`src/rtl/hamming_scrubber.sv`:
```
// hamming_scrubber
//   Background scrubber for a single-error-correcting Hamming-coded memory. A pass walks
//   addresses 0..depth-1, reads each codeword, computes its syndrome and, if non-zero, writes
//   back the word with the faulty bit flipped. Host accesses are forwarded to the memory
//   whenever the scrubber is not in the middle of a read-check-write of one word.
//
//   Optional build macro: HAMMING_SCRUB_AUTO_EN
//     defined   -> scrubs continuously out of reset, start is ignored
//     undefined -> a pass runs only on a start pulse
//
// Ports
//   clk, rst_n      clock, asynchronous active-low reset
//   start           one-cycle pulse requesting a scrub pass
//   host_*          host access request (req/we/addr/wdata)
//   host_gnt        host access forwarded to memory this cycle
//   mem_*           memory strobes, address and write data; mem_rdata valid 1 cycle after read
//   busy, done      pass in progress / one-cycle end-of-pass pulse
//   corr_count      saturating count of corrected words since reset
//   last_err_addr   address of the most recent correction
module hamming_scrubber #(
    parameter int unsigned parity_bits = 4,
    parameter int unsigned total_width = (1 << parity_bits) - 1,
    parameter int unsigned depth       = 16,
    localparam int unsigned addr_w     = (depth > 1) ? $clog2(depth) : 1
) (
    input  logic                   clk,
    input  logic                   rst_n,
    input  logic                   start,
    input  logic                   host_req,
    input  logic                   host_we,
    input  logic [addr_w-1:0]      host_addr,
    input  logic [total_width:1]   host_wdata,
    output logic                   host_gnt,
    output logic                   mem_rd_en,
    output logic                   mem_wr_en,
    output logic [addr_w-1:0]      mem_addr,
    output logic [total_width:1]   mem_wdata,
    input  logic [total_width:1]   mem_rdata,
    output logic                   busy,
    output logic                   done,
    output logic [15:0]            corr_count,
    output logic [addr_w-1:0]      last_err_addr
);

    localparam logic [addr_w-1:0] LastAddr = addr_w'(depth - 1);

    typedef enum logic [2:0] {
        StIdle,
        StRead,
        StCheck,
        StWrite,
        StDone
    } state_e;

    state_e                 state_q, state_d;
    logic [addr_w-1:0]      scrub_addr_q, scrub_addr_d;
    logic [total_width:1]   word_q, word_d;
    logic [15:0]            corr_count_q, corr_count_d;
    logic [addr_w-1:0]      last_err_addr_q, last_err_addr_d;

    logic [parity_bits-1:0] syndrome;
    logic [total_width:1]   corrected;
    logic                   host_ok;
    logic                   at_last;

    // Syndrome is the XOR of the positions of all set bits; it names the bit to flip.
    always_comb begin
        syndrome = '0;
        for (int unsigned i = 1; i <= total_width; i++) begin
            if (mem_rdata[i]) begin
                syndrome = syndrome ^ parity_bits'(i);
            end
        end
        corrected = mem_rdata;
        for (int unsigned i = 1; i <= total_width; i++) begin
            if (i == 32'(syndrome)) begin
                corrected[i] = ~mem_rdata[i];
            end
        end
    end

    // Gating with rst_n keeps the host path silent while reset is held.
    assign host_ok = host_req & rst_n;
    assign at_last = (scrub_addr_q == LastAddr);

    always_comb begin
        state_d         = state_q;
        scrub_addr_d    = scrub_addr_q;
        word_d          = word_q;
        corr_count_d    = corr_count_q;
        last_err_addr_d = last_err_addr_q;
        host_gnt        = 1'b0;
        mem_rd_en       = 1'b0;
        mem_wr_en       = 1'b0;
        mem_addr        = '0;
        mem_wdata       = '0;
        busy            = 1'b0;
        done            = 1'b0;

        unique case (state_q)
            StIdle: begin
                host_gnt = host_ok;
`ifdef HAMMING_SCRUB_AUTO_EN
                scrub_addr_d = '0;
                state_d      = StRead;
`else
                if (start) begin
                    scrub_addr_d = '0;
                    state_d      = StRead;
                end
`endif
            end
            StRead: begin
                busy     = 1'b1;
                host_gnt = host_ok;
                // Host has absolute priority; the scrub read simply waits.
                if (!host_ok) begin
                    mem_rd_en = 1'b1;
                    mem_addr  = scrub_addr_q;
                    state_d   = StCheck;
                end
            end
            StCheck: begin
                busy     = 1'b1;
                mem_addr = scrub_addr_q;
                if (syndrome != '0) begin
                    word_d  = corrected;
                    state_d = StWrite;
                end else if (at_last) begin
                    state_d = StDone;
                end else begin
                    scrub_addr_d = scrub_addr_q + 1'b1;
                    state_d      = StRead;
                end
            end
            StWrite: begin
                busy            = 1'b1;
                mem_wr_en       = 1'b1;
                mem_addr        = scrub_addr_q;
                mem_wdata       = word_q;
                corr_count_d    = (corr_count_q == 16'hFFFF) ? corr_count_q : corr_count_q + 16'd1;
                last_err_addr_d = scrub_addr_q;
                if (at_last) begin
                    state_d = StDone;
                end else begin
                    scrub_addr_d = scrub_addr_q + 1'b1;
                    state_d      = StRead;
                end
            end
            StDone: begin
                done     = 1'b1;
                host_gnt = host_ok;
`ifdef HAMMING_SCRUB_AUTO_EN
                scrub_addr_d = '0;
                state_d      = StRead;
`else
                state_d = StIdle;
`endif
            end
            default: begin
                state_d = StIdle;
            end
        endcase

        if (host_gnt) begin
            mem_addr  = host_addr;
            mem_rd_en = ~host_we;
            mem_wr_en = host_we;
            mem_wdata = host_wdata;
        end
    end

    always_ff @(posedge clk or negedge rst_n) begin
        if (!rst_n) begin
            state_q         <= StIdle;
            scrub_addr_q    <= '0;
            word_q          <= '0;
            corr_count_q    <= '0;
            last_err_addr_q <= '0;
        end else begin
            state_q         <= state_d;
            scrub_addr_q    <= scrub_addr_d;
            word_q          <= word_d;
            corr_count_q    <= corr_count_d;
            last_err_addr_q <= last_err_addr_d;
        end
    end

    assign corr_count    = corr_count_q;
    assign last_err_addr = last_err_addr_q;

endmodule
```
`config.mk`:
```
export PLATFORM = sky130hd
export DESIGN_NAME = hamming_scrubber
export DESIGN_NICKNAME = d
export VERILOG_FILES = /design/src/rtl/hamming_scrubber.sv
export SDC_FILE = /design/constraint.sdc
export NUM_CORES = 1
export LEC_CHECK = 0
export ABC_AREA = 1
export CORE_ASPECT_RATIO = 0.8
export CORE_UTILIZATION = 44
export CTS_CLUSTER_DIAMETER = 30
export DETAILED_ROUTE_END_ITERATION = 6
export GPL_TIMING_DRIVEN = 1
export MAX_ROUTING_LAYER = met4
export PLACE_DENSITY_LB_ADDON = 0.3
export SYNTH_ARGS = -nofsm -noshare
export SYNTH_HDL_FRONTEND = slang
export SYNTH_SLANG_ARGS = --single-unit
```
`constraint.sdc`:
```
create_clock -name clk -period 1.7 [get_ports clk]
set_input_delay 0.425 -clock clk [delete_from_list [all_inputs] [get_ports clk]]
set_output_delay 0.425 -clock clk [all_outputs]
set_load 0.02 [all_outputs]
```
# After elaboration in Yosys (flattened, before gate mapping)
# Cells that the tools add are included.
totals:
  mem_bits_ro: 0
  in_bits: 39
  latchBits: 0
  output_inout_bits: 44
  n_memories: 0
  wordCells: 125
  mem_bits_rw: 0
  ff_bits: 42
classes:
  order_cmp: 0
  n_addsub: 2
  n_bitwise: 32
  multipliers: 0
  muxes: 52
  eq_ne: 24
  shift: 0
  div: 0
  n_reduce_logical: 10
ops:
  columns: ["cell", "count"]
  rows:
  - ["two-way mux 4 bit", 13]
  - ["equality test 4 bit, first input constant", 8]
  - ["two-way mux 15 bit", 2]
  - ["two-way mux 1 bit", 24]
  - ["two-way mux 3 bit", 8]
  - ["inverter 1 bit", 17]
  - ["adder 16 x 1 -> 16 bit, second input constant", 1]
  - ["equality test 16 bit, second input constant", 1]
  - ["equality test 3 x 4 -> 1 bit, first input constant", 4]
  - ["inverter 2 bit", 6]
  - ["inverter 3 bit", 4]
  - ["case mux 3 bit (4 select lines)", 1]
  - ["case mux 4 bit (3 select lines)", 1]
  - ["equality test 2 x 4 -> 1 bit, first input constant", 2]
  - ["case mux 4 bit (2 select lines)", 1]
  - ["equality test 3 x 2 -> 1 bit, second input constant", 2]
  - ["!= test 2 bit, second input constant", 3]
  - ["AND reduction 2 bit", 3]
  - ["OR reduction 3 bit", 2]
  - ["adder 4 x 1 -> 4 bit, second input constant", 1]
  - ["equality test 1 x 4 -> 1 bit, first input constant", 1]
  - ["equality test 4 bit, second input constant", 1]
  - ["two-way mux 2 bit", 2]
  - ["inverter 4 bit", 1]
  - ["9 further kinds", 11]

# Depth between registers and ports, before layout
depth:
  depth_word: 29
  ltp_mapped: 16
  depth_no_buf: 16

# Least setup slack after synthesis
# OpenSTA, ideal clock, no wires.
synth_path:
  path_kind: "register to output"
  from: "register state_q[2]"
  to: "output port mem_wdata[15] (netlist name)"
  n_path_buf: 2
  path_stages_with_launch: 6
  t_required_ns: 1.275
  arrival_ns: 1.538
  setup_slack_ns: -0.263
  path_cell_list: "dfrtp_1 > buf_2 > nor3_4 > inv_1 > clkbuf_1 > o21ai_0"
synth_between:
  elab_chain_len: 4
  word_cells_on_any_way: 8
  cone_classes: "3 x eq/ne; 3 x mux; 2 x reduce/logical"
synth_lines:
  columns: ["element", "line_no", "rtl"]
  rows:
  - ["start: declaration", "55", "state_e state_q, state_d;"]
  - ["start signal: assignment", "175", "state_q <= StIdle;"]
  - ["start signal: assignment", "181", "state_q <= state_d;"]
  - ["equality test 3 x 1 -> 1 bit (tied with other cells)", "100", "unique case (state_q)"]
  - ["OR reduction 3 bit (no line)", null, null]
  - ["two-way mux 1 bit", "100", null]
  - ["two-way mux 15 bit (*)", "165", "if (host_gnt) begin"]
  - ["end: declaration", "37", "output logic [total_width:1] mem_wdata,"]
# Every way passes the cells marked *; elsewhere a longest branch is shown, timed or not.

# Worst setup path after layout
layout_path:
  from: "register state_q[1]"
  to: "output port mem_wdata[8] (netlist name)"
# Same word-level chain as after synthesis.

==> key figures <==
Placement
  • Detail Placement HPWL: between 6000 and 7000 um
  • Pre-CTS WS: -0.970 ns
  • RePlAce Congestion: 0.917
  • I/O Buffers: 82
  • Placed Cells: 651

Synthesis
  • Post-Syn Nets: ~470
  • Post-synthesis xor/xnor area fraction: between 5 and 6%
  • Mapped cell area: ~3000 um2
  • Sequential area share after synthesis: 34.6%
  • Mapped Cells: 431
  • Synth Area in Adders: less than 1%
  • Ys Warns: 0
  • Post-synthesis compound-gate area fraction: 8.93%
  • Post-synthesis register bit count: 42
  • Synth Area in Simple Gates: 40.8%
  • Yosys cell types: 36
  • Syn avg cell area: 7.05 um2
  • Mux cell area share after synthesis: 0%
  • Largest family of logic cells by synthesized area: simple AND/OR/NAND/NOR gates

STA
  • Fin Clk Skew: about 0.0065 ns
  • RSZ-0062 raised after global routing: yes
  • Final Hold Vio Count: 0
  • Final setup viols: 37
  • Count of pins over their slew limit: 0
  • Worst setup margin: -0.396 ns
  • Tcrit/Tclk final: 123%
  • Final min period: approximately 2.1 ns
  • Setup TNS: -8.76 ns
  • Least-Margin Pin Slew: 0.538 ns
  • FMAX: 0.477 GHz
  • Worst slew margin: between 60% and 70%

Finish
  • Sequential Area: 1050 um2
  • Post-route insts no fill: 685
  • Layout cell share with drive strength beyond 1: 49.1%
  • Fill cells: 385
  • Ant. Diodes: 0
  • Area delta synth->final: 76.5%
  • Commonest non-fill, non-tap cells in the layout: nand2_1, buf_4, nand2_2
  • # nets final: ~640
  • Commonest non-fill, non-tap cell in the layout: nand2_1
  • Area occupied by multi-input gates: ~2300 um2

Clock tree
  • Total CTS buffers: 5
  • Clock Latency Late Sink: roughly 0.31 ns
  • Clk slew on worst S/H paths: roughly 0.090 ns
  • TritonCTS clock tree: done
  • Root buf cell: clkbuf_8
  • Clk sink count: between 40 and 50
  • Max clock buf depth: 2
  • H-tree Lvls: 2

Floorplanning
  • Die height: between 70 and 80 um
  • Row count: 26
  • Core area: 6540 um2
  • Full die area: 7250 um2
  • Die W: around 95 um
  • I/O pin count: between 80 and 90
  • Initial core utilization: a little under half

GRT
  • GRT Total Usage: 32.2%
  • First-pass GRT wire length: approximately 17000 um
  • Initial antenna violation count: 0
  • Gr ovfl total: 0
  • Pin count of the biggest net entering global routing: between 40 and 50
  • Number of global-route vias before repair: 3596

Detailed routing
  • Vias per inst: 5.43
  • WL/cell: between 15 and 20 um
  • DRT Pass-1 Iters: 5
  • DRC: 0
  • Drt total wl: 11200 um
  • Via count: ~3700
  • 1st-iter DRT viols: 235
  • Routed Antenna Nets: 0

Worst setup path
  • CP max FO: 7
  • R2R depth: 10
  • Critical Path RT: approximately 1.3 ns
  • Startpoint Class: flop
  • Worst R2R Start: state_q[1]
  • CP endpoint kind: output pin
  • Critical Path AT: between 1.5 and 2 ns
  • Worst reg2reg setup slack: -0.15 ns
  • End of the critical path: mem_wdata[8]
  • Worst r2r dst: corr_count[11]
  • Crit Path Class: reg2out
  • Crit. Startpoint: state_q[1]

Power
  • Leakage: approximately 0.0028 uW
  • Final total power: roughly 6400 uW
  • Power per cell area: approximately 1200 nW/um2
  • Peak supply drop: between 0.9 and 1 mV

Run status
  • Outcome: complete, but fails checks
  • Failing checks: setup timing

Run
  • Max Cap Viol: 0

Worst hold path
  • Hold Path Class: in2async
[metrics by stage]
step                utilization [%]  hold slack (ns)  area (um2)
CTS                            78.4            0.273        5120
global placement               69.4            0.454        4540
global route                   82.0            0.317        5360
floorplan                         -            0.129        3230
detailed placement             69.4            0.471        4540
finish                         82.0            0.273        5360
[worst max-delay path, stage by stage (launching register included)]
cell and delay [ns]:
dfrtp_1 0.39, inv_2 0.06, buf_6 0.12, nor3_4 0.29
buf_6 0.20, a22o_1 0.18, buf_6 0.12
[state kept, by name, indices dropped and copies added, names as in the netlist]
register       count
corr_count        16
word_q            15
state_q            3
last_err_addr      4
scrub_addr_q       4
[synth_stat cells]
master | n | area share (%)
nand2_1 | 160 | 20
inv_1 | 44 | 5.4
dfrtp_1 | 42 | 35
nand3_1 | 35 | 5.8
nor2_1 | 19 | 2.3
a22o_1 | 14 | 4.0
xor2_1 | 14 | 4.0
o21ai_0 | 13 | 2.1
inv_2 | 10 | 1.2
nand3_2 | 10 | 3.3
nor3_1 | 9 | 1.5
a21oi_1 | 6 | 0.99
xnor2_1 | 6 | 1.7
nand2_2 | 5 | 1.0
nand4_1 | 5 | 1.0
clkbuf_1 | 4 | 0.49
o31ai_1 | 4 | 0.99
buf_4 | 3 | 0.74
nor2_2 | 3 | 0.62
buf_6 | 2 | 0.74
ha_1 | 2 | 0.82
nand2_4 | 2 | 0.74
nor2_4 | 2 | 0.74
nor2_8 | 2 | 1.3
nor3_2 | 2 | 0.66
nor4_1 | 2 | 0.41
o21ai_1 | 2 | 0.33
a21boi_1 | 1 | 0.25
buf_2 | 1 | 0.16
clkinv_1 | 1 | 0.12
inv_4 | 1 | 0.21
nand3_4 | 1 | 0.58
nor3_4 | 1 | 0.54
nor3b_1 | 1 | 0.25
o22ai_1 | 1 | 0.21
or2_2 | 1 | 0.21
[report_power, final]
part | internal (uW) | switching, uW
combinational | 1840 | 2210
sequential | 1300 | 240
clock | 441 | 384
[logic make-up (layout without fill, tap and decap cells)]
logic type               after synthesis  in the layout
flip-flops                            42             42
buffers and inverters                 66            236
adder cells (fa/ha/maj)                2              2
AND/OR/NAND/NOR                      260            260
AO/OA/AOI/OAI                         41             41
XOR/XNOR                              20             20
[how the worst min path moves through the flow]
stage,cells past startpoint,endpoint,start,slack [ns]
floorplan,0,corr_count[0],rst_n,0.13
global placement,2,scrub_addr_q[3],scrub_addr_q[3],0.45
detailed placement,2,word_q[8],word_q[8],0.47
CTS,2,corr_count[3],rst_n,0.27
global route,2,corr_count[3],rst_n,0.32
finish,2,scrub_addr_q[1],rst_n,0.27
[repair_timing]
item / 4_1_cts / 5_1_grt
setup buffers: 22 / 4
hold buffers: 0 / 0
pin swaps: 36 / 48
endpoints found under the setup margin: 74 / 66
gates cloned: 3 / 0
gates resized for setup: 295 / 89
[layer usage]
| metal | global-route usage [%] | wire (um) | vias to the layer above | part of all wire [%] |
|---|---|---|---|---|
| li1 | - | - | 1724 | - |
| met2 | 50.1 | 5410 | 190 | 48 |
| met3 | 4.99 | 790 | 39 | 7.1 |
| met5 | - | 0 | - | 0 |
| met4 | 11.4 | 399 | 0 | 3.6 |
| met1 | 42.5 | 4560 | 1766 | 41 |
[layout make-up]
| class | instances | area share, % |
|---|---|---|
| repair buffers | 172 | 29.6 |
| clock buffers | 5 | 1.28 |
| flip-flops and latches | 42 | 19.7 |
| inverters | 56 | 4.43 |
| multi-input cells | 323 | 42.3 |
| clock inverters | 3 | 0.816 |
| well taps | 84 | 1.96 |
No activity file was read; power rests on OpenSTA's default activity.
==> RTL change 1 (config.mk and constraints unchanged) <==
Change the parameter `parity_bits` from 4 to 3.
--- a/src/rtl/hamming_scrubber.sv
+++ b/src/rtl/hamming_scrubber.sv
@@ -20,3 +20,3 @@
 module hamming_scrubber #(
-    parameter int unsigned parity_bits = 4,
+    parameter int unsigned parity_bits = 3,
     parameter int unsigned total_width = (1 << parity_bits) - 1,
Interface: changed (resized host_wdata, mem_rdata and mem_wdata); port bits go from 83 to 59. The function was not compared with the original's and may differ.
==> RTL change 1 against the unedited design <==
The run still ends with setup timing left. Design area down 36%. Critical path depth is the same. Total power is 37% lower. Sequential cell count decreased by 8. Synthesized area down 25%. Setup slack gained 180 ps. Via count shrank 34%. Hold slack improved by 64 ps. Routed wire length decreased by 44%. Clock power down 29%. First-iteration DRC count shrank 41%. Sequential power is 24% lower. Critical path type unchanged.
==> RTL change 1: results (changes against the unedited design) <==
outcome complete, but fails checks; violated checks setup timing; Max stage delay cell, worst path dfrtp_2; Clock Latency Late Sink 290 ps (-20 ps); final worst slack -213.1 ps (+182.5 ps); share of layout cells above drive strength 1 27.66% (-21 points); met1 usage 33.13% (-9.4 points); Rel. slew slack 65.99% (+1.8 points); syn_area_per_cell 6.880 um^2 (-2.4%); Finished Layout Cells 503 (-27%); vias in the first global route 2265 (-37%); first-pass GRT wire length 9915 um (-43%); reg2reg end corr_count[9]$_DFFE_PN0P_; CP delay by family, top flip-flops; clock slew at reported path FFs 60 ps (-30 ps); pre-CTS worst setup slack -892.5 ps (+77.30 ps); worst hold margin 337.8 ps (+64.30 ps); area post-placement 3237 um^2 (-29%); worst vdd ir 0.7287 mV (-24%); worst r2r src corr_count[0]$_DFFE_PN0P_; post-synthesis xor/xnor area fraction 5.000% (-0.76 points); Synth Area in Compound Gates 11.26% (+2.3 points); Syn Nets 356 (-25%); Starting DRT DRC Count 138 (-41%); final setup vio count 14 (-62%); dominant cells by area after synthesis dfrtp_1 (37%), nand2_1 (22%), inv_1 (5.9%); Nets 467 (-27%); Fin Setup TNS -2368 ps (+6392 ps); global routing usage on met2 38.12% (-12 points); cell depth of the worst flop-to-flop path 9 (-1); RePlAce Congestion 0.8714 (-5.0%); Filler cells 440 (+14%); combinational group share of total power 56.6% (-6.6 points); Adder-Cell Fraction of Synth Area 1.099% (+0.28 points); Post-CTS Setup Bufs 2 (-91%); Post-DP HPWL 4625 um (-33%); Comb. pwr 0.00228 W (-44%); CP Capture Point mem_wdata[4]; Reg power frac 28.9% (+4.9 points); DR vias 2470 (-34%); pin count of the biggest net entering global routing 35 (-19%)
-- RTL change 1: changes by cell type in the layout (fill, tap and decap cells not counted), moves of 10 or more --
cell and change:
nand2_1 +21, nand2_2 -38, buf_6 -27, inv_2 -10
nand2_4 -13, buf_4 -23, nand3_2 -21
-- RTL change 1: area by class of cell --
class | count | area (um^2) | share of cell area [%]
Inverter | 42 | 162.7 | 4.724
Clock buffer | 6 | 82.58 | 2.398
Timing Repair Buffer | 109 | 958.4 | 27.83
Sequential cell | 34 | 853.3 | 24.78
Tap cell | 62 | 77.57 | 2.253
Multi-Input combinational cell | 250 | 1309 | 38.01
-- RTL change 1: cell families after synthesis --
group,Yosys count
xor gates and xnor gates,13
AOI/OAI and AO/OA,39
DFF,34
adders and majority gates,2
buffers and inverters,47
and+or+nand+nor,196
-- RTL change 1: metal layers --
metal | routed length (um) | part of all wire [%]
met3 | 411 | 6.6
met4 | 106 | 1.7
met5 | 0 | 0
met1 | 2868 | 46
met2 | 2843 | 46
==> RTL change 2 (same settings) <==
Without the edit above. Put one more register stage on the output `corr_count`, cleared by the reset. The value now appears one clock later. The other outputs are not delayed to match.
--- a/src/rtl/hamming_scrubber.sv
+++ b/src/rtl/hamming_scrubber.sv
@@ -188,3 +188,9 @@
 
-    assign corr_count    = corr_count_q;
+    always_ff @(posedge clk or negedge rst_n) begin
+        if (!rst_n) begin
+            corr_count <= '0;
+        end else begin
+            corr_count <= corr_count_q;
+        end
+    end
     assign last_err_addr = last_err_addr_q;
Check against the original RTL: not equivalent (Yosys sat finds a counterexample within 10 cycles, from zero or initial values and one cycle with rst_n low).
==> RTL change 2 against the unedited design <==
The run still ends with setup timing left. Synthesized area is 18% higher. Die area is 17% higher. Setup slack got worse by 41 ps. Sequential cell count up 16. Total power is 21% higher. Combinational power is 5.4% higher. Count of clock-buffer cells in the layout increased by 4. Design area up 9.8%. Clock skew increased by 4.7 ps. Routed wire length increased by 18%. Final cell count is 14% higher. Largest cell class unchanged.
==> RTL change 2: results (changes against the unedited design) <==
outcome complete, but fails checks; violated checks setup timing; Reg2Reg Setup Slack -400 ps (-250 ps); Signal buf overhead 28.15% (-1.4 points); skew final 11.22 ps (+4.711 ps); reg2reg end scrub_addr_q[3]$_DFFE_PN0P_; M1 WL 5071 um (+11%); Met2 Routed Length 6383 um (+18%); Non-clk invs 52 (-7.1%); multi-input gates 364 (+13%); register area 1454 um^2 (+38%); first-pass GRT wire length 16430 um (-6.0%); register area share after synthesis 40.56% (+6.0 points); Final clock-cell share 3.824% (+1.7 points); vias in the first global route 3525 (-2.0%); CP Capture Point done; Starting DRT DRC Count 312 (+33%); Syn Nets 525 (+11%); Pwr Total 0.007729 W (+21%); CP Data Arrival Time 1710 ps (+40 ps); P_leak 3.142 nW (+14%); Filler cells 536 (+39%); Slew @ Worst Pin 734.3 ps (+196.8 ps); met1 usage 32.82% (-9.7 points); Sink Count 58 (+38%); global routing usage on met2 43.87% (-6.2 points); met3 Use GR 6.650% (+1.7 points); Highest Signal Layer met4; worst vdd ir 0.9619 mV (+0.84%); post-synthesis xor/xnor area fraction 5.140% (-0.62 points); pin count of the biggest net entering global routing 59 (+37%); Nets 710 (+11%); multi-input logic area 2163 um^2 (-4.6%); Adder-Cell Fraction of Synth Area 0.6993% (-0.12 points); cell depth of the worst flop-to-flop path 13 (+3); final setup vio count 59 (+59%); htree depth 3 (+1); RePlAce Congestion 0.9290 (+1.3%); clock buffer count in the final layout 9 (+4); CP Max Fanout 2 (-5); final worst slack -436.4 ps (-40.76 ps); drt first pass iters 5 (unchanged); seq pwr 0.00198 W (+29%); Synth top cells by count nand2_1 (185), dfrtp_1 (58), nand3_1 (43); dominant cells by area after synthesis dfrtp_1 (41%), nand2_1 (19%), nand3_1 (6.0%); gr usage total 26.53% (-5.7 points); Synth Area in Compound Gates 6.608% (-2.3 points); count of non-CTS buffers in the layout 184 (+7.0%); share of layout cells above drive strength 1 39.32% (-9.8 points); WL met3 1197 um (+52%); syn_area_per_cell 7.393 um^2 (+4.9%); drt wl/cell 16.86 um (+3.5%); sw power 0.003228 W (+14%); combinational group share of total power 55.2% (-8.0 points); Post-DP HPWL 7284 um (+5.5%); DR vias 4211 (+13%)
## RTL change 2: cell count changes in the layout (fill, tap and decap cells not counted), moves of 7 or more
| cell | before | now |
|---|---|---|
| dfrtp_1 | 39 | 56 |
| nand4_1 | 5 | 13 |
| nand3_1 | 22 | 33 |
| nor2_1 | 10 | 19 |
| nand3_2 | 21 | 9 |
| a22o_1 | 7 | 15 |
| nand2_2 | 47 | 38 |
| nand2_1 | 106 | 158 |
| buf_4 | 76 | 85 |
| a22o_4 | 7 | 0 |
## RTL change 2: how the worst min path moves through the flow
stage / end / slack (ps) / cells after the start
floorplan: corr_count[0]$_DFF_PN0_ / 130 / 0
global placement: corr_count[9]$_DFF_PN0_ / 390 / 0
detailed placement: corr_count[15]$_DFF_PN0_ / 390 / 0
CTS: state_q[1]$_DFFE_PN0P_ / 270 / 2
global route: last_err_addr[3]$_DFFE_PN0P_ / 300 / 2
finish: last_err_addr[2]$_DFFE_PN0P_ / 230 / 2
## RTL change 2: cells by family after synthesis
family / after synthesis
adders and majority gates: 2
and+or+nand+nor: 307
xor gates and xnor gates: 21
AOI/OAI and AO/OA: 33
DFF: 58
buffers and inverters: 63
## RTL change 2: stage by stage
stage                     area [um^2]  worst slack [ps]  std cells  setup TNS (ps)
after floorplan                  3699            -157.8        484           -2237
final                            5889            -436.4        782          -14080
after detailed placement         5071             -1028        728          -36360
after global routing             5889            -484.0        782          -17400
after global placement           5071            -935.3        728          -34340
after CTS                        5649            -446.9        766           -7041
## RTL change 2: timing repair
item,4_1_cts,5_1_grt
gates resized for setup,248,72
pin swaps,30,23
gates cloned,4,3
buffers inserted,21,17
setup endpoints to repair,64,59
